===== src/rtl/ofdm_symbol_packetizer.sv =====
// Frames mapped OFDM subcarriers into FFT_POINTS-beat Avalon-ST packets.
// Each packet starts with sop and ends with eop. DC and guard bins are zero-filled.
module ofdm_symbol_packetizer #(
  parameter int   FFT_POINTS = 64,
  parameter int   GUARD      = 6,
  parameter int   DATA_W     = 16,
  parameter logic INVERSE    = 1'b1
) (
  input  logic                clk_clk,
  input  logic                reset_reset_n,
  input  logic                in_valid,
  output logic                in_ready,
  input  logic [2*DATA_W-1:0] in_data,
  output logic                src_valid,
  input  logic                src_ready,
  output logic [1:0]          src_error,
  output logic                src_sop,
  output logic                src_eop,
  output logic [2*DATA_W:0]   src_data,
  output logic                symbol_done
);

  localparam int                K_W     = $clog2(FFT_POINTS);
  localparam logic [K_W-1:0]    K_ZERO  = {K_W{1'b0}};
  localparam logic [K_W-1:0]    K_ONE   = {{(K_W-1){1'b0}}, 1'b1};
  localparam logic [K_W-1:0]    K_LAST  = K_W'(FFT_POINTS - 1);
  localparam logic [K_W-1:0]    NULL_LO = K_W'(FFT_POINTS/2 - GUARD);
  localparam logic [K_W-1:0]    NULL_HI = K_W'(FFT_POINTS/2 + GUARD - 1);
  localparam logic [2*DATA_W:0] NULL_BEAT = {INVERSE, {(2*DATA_W){1'b0}}};

  typedef enum logic [1:0] {
    BIN_DC    = 2'b00,
    BIN_GUARD = 2'b01,
    BIN_DATA  = 2'b10
  } bin_kind_t;

  function automatic bin_kind_t classify_bin(input logic [K_W-1:0] k);
    if (k == K_ZERO) begin
      return BIN_DC;
    end else if ((k >= NULL_LO) && (k <= NULL_HI)) begin
      return BIN_GUARD;
    end else begin
      return BIN_DATA;
    end
  endfunction

  logic [K_W-1:0]    r_k;
  logic              r_valid;
  logic              r_sop;
  logic              r_eop;
  logic [2*DATA_W:0] r_data;
  logic              r_done;

  logic              w_load;
  bin_kind_t         w_kind;
  logic              w_at_last;
  logic [K_W-1:0]    w_nxt_k;
  logic              w_nxt_valid;
  logic              w_nxt_sop;
  logic              w_nxt_eop;
  logic [2*DATA_W:0] w_nxt_data;

  assign w_load    = !r_valid || src_ready;
  assign w_kind    = classify_bin(r_k);
  assign w_at_last = (r_k == K_LAST);

  // Only data bins ever pull a subcarrier, and only when the output slot is free.
  assign in_ready  = w_load && (w_kind == BIN_DATA);

  // Next contents of the output stage for the bin currently addressed by r_k.
  always_comb begin
    w_nxt_k     = r_k;
    w_nxt_valid = 1'b0;
    w_nxt_sop   = 1'b0;
    w_nxt_eop   = 1'b0;
    w_nxt_data  = {(2*DATA_W+1){1'b0}};
    case (w_kind)
      BIN_DC: begin
        // A packet is only opened once a subcarrier is waiting behind it.
        if (in_valid) begin
          w_nxt_valid = 1'b1;
          w_nxt_sop   = 1'b1;
          w_nxt_data  = NULL_BEAT;
          w_nxt_k     = r_k + K_ONE;
        end else begin
          w_nxt_valid = 1'b0;
          w_nxt_k     = r_k;
        end
      end
      BIN_GUARD: begin
        w_nxt_valid = 1'b1;
        w_nxt_eop   = w_at_last;
        w_nxt_data  = NULL_BEAT;
        w_nxt_k     = r_k + K_ONE;
      end
      BIN_DATA: begin
        if (in_valid) begin
          w_nxt_valid = 1'b1;
          w_nxt_eop   = w_at_last;
          w_nxt_data  = {INVERSE, in_data};
          w_nxt_k     = r_k + K_ONE;
        end else begin
          w_nxt_valid = 1'b0;
          w_nxt_k     = r_k;
        end
      end
      default: begin
        w_nxt_valid = 1'b0;
        w_nxt_k     = r_k;
      end
    endcase
  end

  // Output stage and bin counter; both advance only when the slot is free.
  always_ff @(posedge clk_clk or negedge reset_reset_n) begin
    if (!reset_reset_n) begin
      r_k     <= K_ZERO;
      r_valid <= 1'b0;
      r_sop   <= 1'b0;
      r_eop   <= 1'b0;
      r_data  <= {(2*DATA_W+1){1'b0}};
    end else if (w_load) begin
      r_k     <= w_nxt_k;
      r_valid <= w_nxt_valid;
      r_sop   <= w_nxt_sop;
      r_eop   <= w_nxt_eop;
      r_data  <= w_nxt_data;
    end else begin
      r_k     <= r_k;
      r_valid <= r_valid;
      r_sop   <= r_sop;
      r_eop   <= r_eop;
      r_data  <= r_data;
    end
  end

  // Symbol-complete pulse, one cycle after the eop beat is taken by the sink.
  always_ff @(posedge clk_clk or negedge reset_reset_n) begin
    if (!reset_reset_n) begin
      r_done <= 1'b0;
    end else begin
      r_done <= r_valid && src_ready && r_eop;
    end
  end

  assign src_valid   = r_valid;
  assign src_sop     = r_sop;
  assign src_eop     = r_eop;
  assign src_data    = r_data;
  assign src_error   = 2'b00;
  assign symbol_done = r_done;

endmodule


===== config.mk =====
export PLATFORM = sky130hd
export DESIGN_NAME = ofdm_symbol_packetizer
export DESIGN_NICKNAME = d
export VERILOG_FILES = /design/src/rtl/ofdm_symbol_packetizer.sv
export SDC_FILE = /design/constraint.sdc
export NUM_CORES = 1
export LEC_CHECK = 0
export CAP_MARGIN = 20
export CORE_ASPECT_RATIO = 0.75
export CORE_MARGIN = 2
export CORE_UTILIZATION = 40
export CTS_BUF_LIST = sky130_fd_sc_hd__clkbuf_8 sky130_fd_sc_hd__clkbuf_16
export CTS_CLUSTER_SIZE = 10
export DETAILED_ROUTE_END_ITERATION = 8
export GPL_TIMING_DRIVEN = 0
export PLACE_DENSITY = 0.86
export SYNTH_ARGS = -nofsm -noshare
export SYNTH_HDL_FRONTEND = slang
export SYNTH_SLANG_ARGS = --single-unit

===== constraint.sdc =====
create_clock -name clk_clk -period 1.6 [get_ports clk_clk]
set_clock_uncertainty 0.15 [all_clocks]
set_input_delay 0.16 -clock clk_clk [delete_from_list [all_inputs] [get_ports clk_clk]]
set_output_delay 0.16 -clock clk_clk [all_outputs]
set_load 0.01 [all_outputs]

==> results.toml <==
[synth]
synth_area_leaders = "dfrtp_1, nand2_1, o31ai_1, ha_1, o221ai_1"
ys_seq_area_share_pct = 52.1
avgSynthCellArea_um2 = 9.47
ys_warn_count = 0
netlist_instances = 213
ys_async_sr_fraction_pct = 100
yosysTopAreaCell = "dfrtp_1"
synth_area_um2 = 2020
synth_top_area_share_pct = 52.1
synth_ff_type = "dfrtp_1"
synth_seq_cells = 42
synth-edff-count = 0
ys_types = 31

[timing]
fmax_mhz = 500
fin_ws_ns = -0.400
setup_viol = 40
worst_slew_pin_slew_ns = 0.534
hold_viol = 0
fin_crit_ns = 2.00
relSlewSlack_pct = 64.0
report.final.slew_viol_count = 0
period_share_pct = 125
rsz0062_at_grt = "yes"
setup_tns_ns = -10.99

[power]
swShare_pct = 39.9
clkPwrFrac_pct = 13.5
p_comb_share_pct = 56.0
powerDensity_nw_per_um2 = 1590
p_switching_mw = 2.16
p_leak_nw = 1.40
seqPwrFrac_pct = 30.5
p_int_mw = 3.25
ir_worst_vdd_uv = 703

[place]
place_area_um2 = 2890
port_buffers = 72
dpl.hpwl_um = 3750
routabilityCongestion = 0.835

[floorplanning]
ios = 76
fp.coreArea_um2 = 4870
num_rows = 22
initial_utilization_pct = 41.4
die_width_um = 86.0
die_h_um = 65.5
die-area_um2 = 5630

[global_route]
first_global_vias = 2021
grt_pass1_wl_um = 9370
grt_max_degree = 27
grt_antenna_before_repair = 0
grt-ovfl-total = 0
track_usage_pct = 21.6

[cts]
clockBufferDepth = 2
cts_root_buffer = "clkbuf_8"
htreeDepth = 2
clock_sinks = 42
clk_pin_slew_ns = 0.08
clock_latency_ns = 0.30
cts_inserted_buffers = 5
cts_tree = "done"

[final_layout]
n_fill_cell = 363
final_util_pct = 69.6
fin_nets = 347
ff_latch_area_um2 = 1060
fin_area_um2 = 3390
multi_input_area_um2 = 1150
areaGrowthSynthToFinish_pct = 68.2
antenna_cells = 0
drive_gt1_share_pct = 26.6

[worst_hold_path]
hold_class = "primary input to register"

[route]
routed_wl_um = 6210
drt_first_pass_iters = 4
vias = 1998
antenna_left = 0
drc = 0
via_per_inst = 5.43
drtIter0Drc = 84
wl_per_cell_um = 16.9

[status]
status = "finished, violations left"
violations = "negative setup slack"

[job]
max_cap_viol_count = 0

[worst_setup_path]
cp_max_fo = 3
critical_path.cell_chain = "inv_4 > ha_4 > nor3b_4 > o22ai_4 > buf_6 > nor2_4 > buf_6"
worstSetupStartpointType = "register"
arrival_ns = 1.69
required_ns = 1.29
crit_path_end_kind = "output pin"
cpMostUsedCell = "buf_6"
cp_slowest_cell = "dfrtp_2"
max_stage_delay_ns = 0.44
worst-setup-path-type = "register to output pin"
## critical path: cells and delay by family (launching register included)
kind,cells,cell delay [ns]
AO/OA/AOI/OAI,1,0.12
adder cells (fa/ha/maj),1,0.17
buffers and inverters,3,0.31
flip-flops,1,0.44
AND/OR/NAND/NOR,2,0.35
## worst paths after layout
kind                          startpoint           end  slack, ns  cells past startpoint
max in group asynchronous  reset_reset_n        r_k[5]       0.64                      3
min                             in_valid  src_data[13]       0.16                      3
max reg2reg                       r_k[0]   src_data[5]      -0.37                      8
min reg2reg                 src_data[12]  src_data[12]       0.34                      2
min in group asynchronous  reset_reset_n  src_data[18]       0.17                      2
max                               r_k[0]      in_ready      -0.40                      7
## cells by family after synthesis
| kind of cell | share of synthesized area, % |
|---|---|
| compound gates | 18.8 |
| fa+ha+maj | 2.48 |
| buf+inv | 5.89 |
| flops | 52.1 |
| other cells | 0.186 |
| simple gates | 20.5 |
## cells in the final DEF, fill, tap and decap left out, types with 3 or more instances in the layout
cell / n
buf_12: 4
buf_4: 17
buf_6: 3
clkbuf_1: 7
clkbuf_8: 6
clkdlybuf4s50_1: 68
dfrtp_1: 37
dfrtp_2: 5
ha_4: 3
inv_1: 3
nand2_1: 75
nand3_1: 4
o21ai_0: 4
o221ai_2: 3
o31ai_1: 9
o31ai_2: 14
o31ai_4: 10
or3_1: 3
## routing by layer
metal | wire [µm] | track usage [%]
met1 | 2660 | 26.6
met2 | 3060 | 36.8
met3 | 372 | 5.90
met4 | 115 | 7.54
met5 | 0 | 0
## through the flow
step / power (mW) / hold WS (ns) / instances / setup WS [ns]
after floorplan: 2.84 / -0.286 / 214 / -0.0605
after global placement: 3.69 / 0.309 / 346 / -1.01
after detailed placement: 3.77 / -0.0326 / 347 / -0.863
after CTS: 4.76 / 0.0993 / 363 / -0.392
after global routing: 5.68 / 0.180 / 368 / -0.469
final: 5.40 / 0.156 / 368 / -0.400
## state kept, by name, summed over array words and instances, names as in the netlist
register     cells
src_data        32
src_valid        1
src_eop          1
r_k              6
src_sop          1
symbol_done      1
## synth_stat cells, drive strengths merged, types with 2 or more instances
| library cell | count |
|---|---|
| buf | 10 |
| clkbuf | 9 |
| dfrtp | 42 |
| ha | 4 |
| inv | 5 |
| nand2 | 76 |
| nand3 | 4 |
| nor2b | 2 |
| o211ai | 2 |
| o21ai | 4 |
| o221ai | 4 |
| o31ai | 33 |
| or3 | 3 |
## power groups by stage
stage / clock network, mW / registers [mW] / logic, mW
after floorplan: 0 / 1.72 / 1.12
after global placement: 0 / 1.64 / 2.05
after detailed placement: 0 / 1.65 / 2.12
after CTS: 0.752 / 1.64 / 2.37
after global routing: 0.793 / 1.68 / 3.20
final: 0.729 / 1.65 / 3.02
## final cells by class
| cell class | count | area share, % |
|---|---|---|
| Buffer | 18 | 4.02 |
| Clock buffer | 6 | 2.43 |
| Clock inverter | 2 | 0.369 |
| Inverter | 5 | 0.627 |
| Multi-Input combinational cell | 148 | 34.0 |
| Sequential cell | 42 | 31.2 |
| Tap cell | 60 | 2.21 |
| Timing Repair Buffer | 87 | 25.2 |
## what timing repair did
action / in CTS / in global routing
resized for setup: 25 / 39
hold buffers: 1 / 0
endpoints found under the setup margin: 42 / 40
endpoints found under the hold margin: 42 / 0
buffers inserted: 8 / 6
cloned: 0 / 0
pin swaps: 9 / 7
No activity file was read; power rests on OpenSTA's default activity.
